`config.mk`:
```
export PLATFORM = sky130hd
export DESIGN_NAME = bcd2bin_seq
export DESIGN_NICKNAME = d
export VERILOG_FILES = /design/src/rtl/bcd2bin_seq.sv
export SDC_FILE = /design/constraint.sdc
export NUM_CORES = 1
export LEC_CHECK = 0
export ABC_AREA = 1
export BUFFER_PORTS_ARGS = -buffer_cell sky130_fd_sc_hd__clkbuf_2
export CORE_MARGIN = 4
export CORE_UTILIZATION = 51
export DETAILED_ROUTE_END_ITERATION = 8
export PLACE_DENSITY = 0.75
export SLEW_MARGIN = 20
export SYNTH_ARGS = -nofsm -noshare
export SYNTH_HDL_FRONTEND = slang
export SYNTH_SLANG_ARGS = --single-unit
export TNS_END_PERCENT = 100
```
`constraint.sdc`:
```
create_clock -name clk -period 1.4 [get_ports clk]
set_input_delay 0.14 -clock clk [delete_from_list [all_inputs] [get_ports clk]]
set_output_delay 0.14 -clock clk [all_outputs]
set_load 0.01 [all_outputs]
```
`src/rtl/bcd2bin_seq.sv`:
```
// Sequential BCD-to-binary converter (reverse double-dabble: shift right, subtract 3).
// One conversion per accepted start; busy frames the conversion, done pulses with the result.
module bcd2bin_seq #(
   parameter int unsigned NDIGITS = 2,
   parameter int unsigned BIN_W   = 7
) (
   input  logic                   clk,
   input  logic                   reset,
   input  logic                   start,
   input  logic [4*NDIGITS-1:0]   bcd_in,
   output logic                   busy,
   output logic                   done,
   output logic [BIN_W-1:0]       bin_out,
   output logic                   err,
   output logic                   ovf
);

   localparam int unsigned BCD_W = 4 * NDIGITS;
   localparam int unsigned CNT_W = (BIN_W > 1) ? $clog2(BIN_W) : 1;
   localparam logic [CNT_W-1:0] CNT_LAST = CNT_W'(BIN_W - 1);

   typedef enum logic [2:0] {
      IDLE   = 3'd0,
      CHECK  = 3'd1,
      SHIFT  = 3'd2,
      ADJUST = 3'd3,
      DONE   = 3'd4
   } state_t;

   state_t            state;
   logic [BCD_W-1:0]  bcd_r;
   logic [BIN_W-1:0]  bin_r;
   logic [CNT_W-1:0]  cnt;

   logic              bad_digit_c;
   logic [BCD_W-1:0]  adj_bcd_c;
   logic [BCD_W-1:0]  sh_bcd_c;
   logic [BIN_W-1:0]  sh_bin_c;

   // Per-digit validity check and the >=8 correction, plus the combined right shift
   always_comb begin
      bad_digit_c = 1'b0;
      adj_bcd_c   = bcd_r;
      for (int i = 0; i < int'(NDIGITS); i++) begin
         if (bcd_r[4*i +: 4] > 4'd9)
            bad_digit_c = 1'b1;
         if (bcd_r[4*i +: 4] >= 4'd8)
            adj_bcd_c[4*i +: 4] = bcd_r[4*i +: 4] - 4'd3;
      end
      {sh_bcd_c, sh_bin_c} = {bcd_r, bin_r} >> 1;
   end

   // Result outputs are only written on the edge that enters DONE
   always_ff @(posedge clk) begin
      if (!reset) begin
         state   <= IDLE;
         busy    <= 1'b0;
         done    <= 1'b0;
         err     <= 1'b0;
         ovf     <= 1'b0;
         bin_out <= '0;
         bcd_r   <= '0;
         bin_r   <= '0;
         cnt     <= '0;
      end else begin
         done <= 1'b0;
         case (state)
            IDLE: begin
               if (start) begin
                  bcd_r <= bcd_in;
                  bin_r <= '0;
                  cnt   <= '0;
                  busy  <= 1'b1;
                  state <= CHECK;
               end
            end
            CHECK: begin
               if (bad_digit_c) begin
                  err     <= 1'b1;
                  ovf     <= 1'b0;
                  bin_out <= '0;
                  done    <= 1'b1;
                  state   <= DONE;
               end else begin
                  state <= SHIFT;
               end
            end
            SHIFT: begin
               bcd_r <= sh_bcd_c;
               bin_r <= sh_bin_c;
               if (cnt == CNT_LAST) begin
                  bin_out <= sh_bin_c;
                  ovf     <= |sh_bcd_c;
                  err     <= 1'b0;
                  done    <= 1'b1;
                  state   <= DONE;
               end else begin
                  cnt   <= cnt + CNT_W'(1);
                  state <= ADJUST;
               end
            end
            ADJUST: begin
               bcd_r <= adj_bcd_c;
               state <= SHIFT;
            end
            DONE: begin
               busy  <= 1'b0;
               state <= IDLE;
            end
            default: begin
               busy  <= 1'b0;
               state <= IDLE;
            end
         endcase
      end
   end

endmodule
```
==> impl_metrics.json <==
{
  "power_density_nw_per_um2": 2270,
  "final_cell_mix": "nand2_1 (60), nor2_1 (34), dfxtp_1 (24)",
  "tightest_slew_ps": 270,
  "start_util_pct": 53.4,
  "syn_nets": 256,
  "ioPinCount": 22,
  "fin_util_pct": 71.6,
  "synthCells": 235,
  "gr-usage-all-layers_pct": 19.1,
  "seq_area_sq_um": 634,
  "relSlewSlack_pct": 82.0,
  "clkPwrFrac_pct": 14.8,
  "hp-class": "in -> reg",
  "yosys_warnings": 0,
  "setup-violations-final": 0,
  "crit_type": "reg -> reg",
  "grt_pass1_vias": 1400,
  "cts_tree": "yes",
  "cts.htree.levels": 2,
  "switching_share_pct": 42.5,
  "pwr-share-comb_pct": 55.4,
  "routed_via_density": 5.00,
  "worst-path-max-fanout": 4,
  "critPathBufInv": 2,
  "postRouteAntennaNets": 0,
  "drive_gt1_share_pct": 34.6,
  "clkTransAtPathRegs_ps": 100,
  "switching_power_mw": 2.11,
  "numCtsBuffers": 5,
  "syn2layout_area_growth_pct": 34.0,
  "syn_area_sq_um": 1630,
  "cp-start-kind": "register",
  "critical_path.top_delay_family": "simple AND/OR/NAND/NOR gates",
  "dp_slack_ps": -15.8,
  "fin_skew_ps": 6.13,
  "antenna_found_initial": 0,
  "crit_path_cell_trace": "inv_2 > ha_2 > o21ai_1 > nand2_1 > nand3_4 > clkbuf_16 > nand3_1 > nand2_1 > nor2_1",
  "gr-total-overflow": 0,
  "slowest_stage": "dfxtp_2",
  "dr_total_vias": 1619,
  "timing.final.crit_share_pct": 98.4,
  "slowest_delay_ps": 370,
  "fin_cells": 324,
  "grt_max_degree": 19,
  "diodes": 0,
  "cap_violations": 0,
  "p_int_mw": 2.86,
  "placed_cells": 310,
  "clock_latency_ps": 330,
  "status": "finished, final reports clean",
  "report.final.slew_viol_count": 0,
  "cts-root-buf": "clkbuf_4",
  "portBuffers": 21,
  "rsz0062_at_grt": "yes",
  "die-area_sq_um": 4170,
  "r2r_slack_ps": 20,
  "clock_path_buffers": 2,
  "gp_congestion": 0.825,
  "critPathMostFrequentCell": "nand2_1",
  "fillers": 267,
  "yosys_register_bits": 31,
  "setup_ws_ps": 21.9,
  "multi_input_area_sq_um": 981,
  "worstPathArrival_ps": 1620,
  "cp.required_ps": 1640,
  "rows": 20,
  "routedWlPerCell_microns": 12.3,
  "p_leak_nw": 0.991,
  "core_area_sq_um": 3050,
  "avgSynthCellArea_sq_um": 6.94,
  "worst_setup_path_end_kind": "register",
  "hpwl_microns": 2510,
  "min_period_ps": 1380,
  "fin_nets": 300,
  "initialDrtViolationCount": 82,
  "clock_sinks": 31,
  "drt_first_pass_iters": 4,
  "final_common_cell": "nand2_1",
  "routed_wl_microns": 3990,
  "fmax_ghz": 0.726,
  "holdBufCountCts": 0,
  "drc_errors": 0,
  "ir_drop_mv": 1.20,
  "die_w_microns": 64.6,
  "p_seq_share_pct": 29.8,
  "grt_pass1_wl_microns": 6180,
  "dieHeight_microns": 64.6,
  "yosysSeqAreaShare_pct": 38.0,
  "ys_types": 18,
  "hold_viol": 0
}
==> sequential cells by signal (all words and copies together) (netlist names) <==
register / count
bcd_r: 8
bin_out: 7
bin_r: 6
busy: 1
cnt: 3
done: 1
err: 1
ovf: 1
state: 3
==> logic make-up (layout without fill, tap and decap cells) <==
family	after synthesis	in the layout	synth area share, %
compound gates	39	39	13.1
fa+ha+maj	10	10	7.67
buf+inv	30	75	9.51
flops	31	31	38.0
simple gates	125	125	31.7
==> power groups by stage <==
stage               Sequential [mW]  Combinational (mW)  Clock (mW)
floorplan                      1.48                1.41           0
global placement               1.41                2.13           0
detailed placement             1.42                2.16           0
CTS                            1.40                2.22       0.750
global route                   1.52                3.07       0.785
finish                         1.48                2.75       0.737
==> stage by stage <==
step	total power, mW	cell area [sq um]	hold slack, ps	TNS [ps]
finish	4.96	2190	126	0
global route	5.38	2190	143	-547
CTS	4.37	1970	125	0
detailed placement	3.57	1860	451	-26.9
global placement	3.54	1860	446	0
floorplan	2.88	1630	349	0
==> routing by layer <==
layer / GRT usage, % / vias to the layer above / part of all wire (%)
met5: 0 / - / 0
met4: 6.33 / 0 / 1.3
met2: 32.3 / 39 / 50
li1: - / 843 / -
met3: 5.72 / 6 / 5.1
met1: 22.9 / 731 / 43
==> worst reg2reg max path: stages, from the launching register on <==
cell and delay [ps]:
dfxtp_2 370, inv_2 40, ha_2 160, o21ai_1 150, nand2_1 110, nand3_4 160
clkbuf_16 160, nand3_1 60, nand2_1 60, nor2_1 30
==> final timing paths <==
kind / from / to / cells after the start
max: bcd_r[0] / bin_out[4] / 9
min: bcd_in[7] / bcd_r[7] / 5
max reg2reg: bcd_r[0] / bin_out[4] / 9
min reg2reg: bin_r[1] / bin_r[1] / 2
==> cell type report <==
class	instances	share of cell area (%)
multi-input combinational	174	44.9
clock buffer	6	2.35
inverter	24	4.63
sequential	31	29.0
tap	44	2.52
timing repair inverter	1	0.343
timing repair buffer	42	14.7
clock inverter	2	1.60
==> Yosys cell counts (all sizes together) <==
cell type / n / area share [%]
a21oi: 19 / 5.8
a31oi: 3 / 1.2
buf: 3 / 2.1
clkbuf: 3 / 1.9
dfxtp: 31 / 38
ha: 10 / 7.7
inv: 24 / 5.5
nand2: 62 / 14
nand3: 25 / 8.3
nor2: 35 / 8.1
nor3: 1 / 0.31
o211ai: 3 / 1.4
o21ai: 14 / 4.8
or2: 2 / 0.77
==> timing repair <==
action,4_1_cts,5_1_grt
gates cloned,0,4
endpoints found under the setup margin,5,23
buffers inserted,0,2
gates resized for setup,7,45
pin swaps,1,7
(Power assumes the default switching activity.)
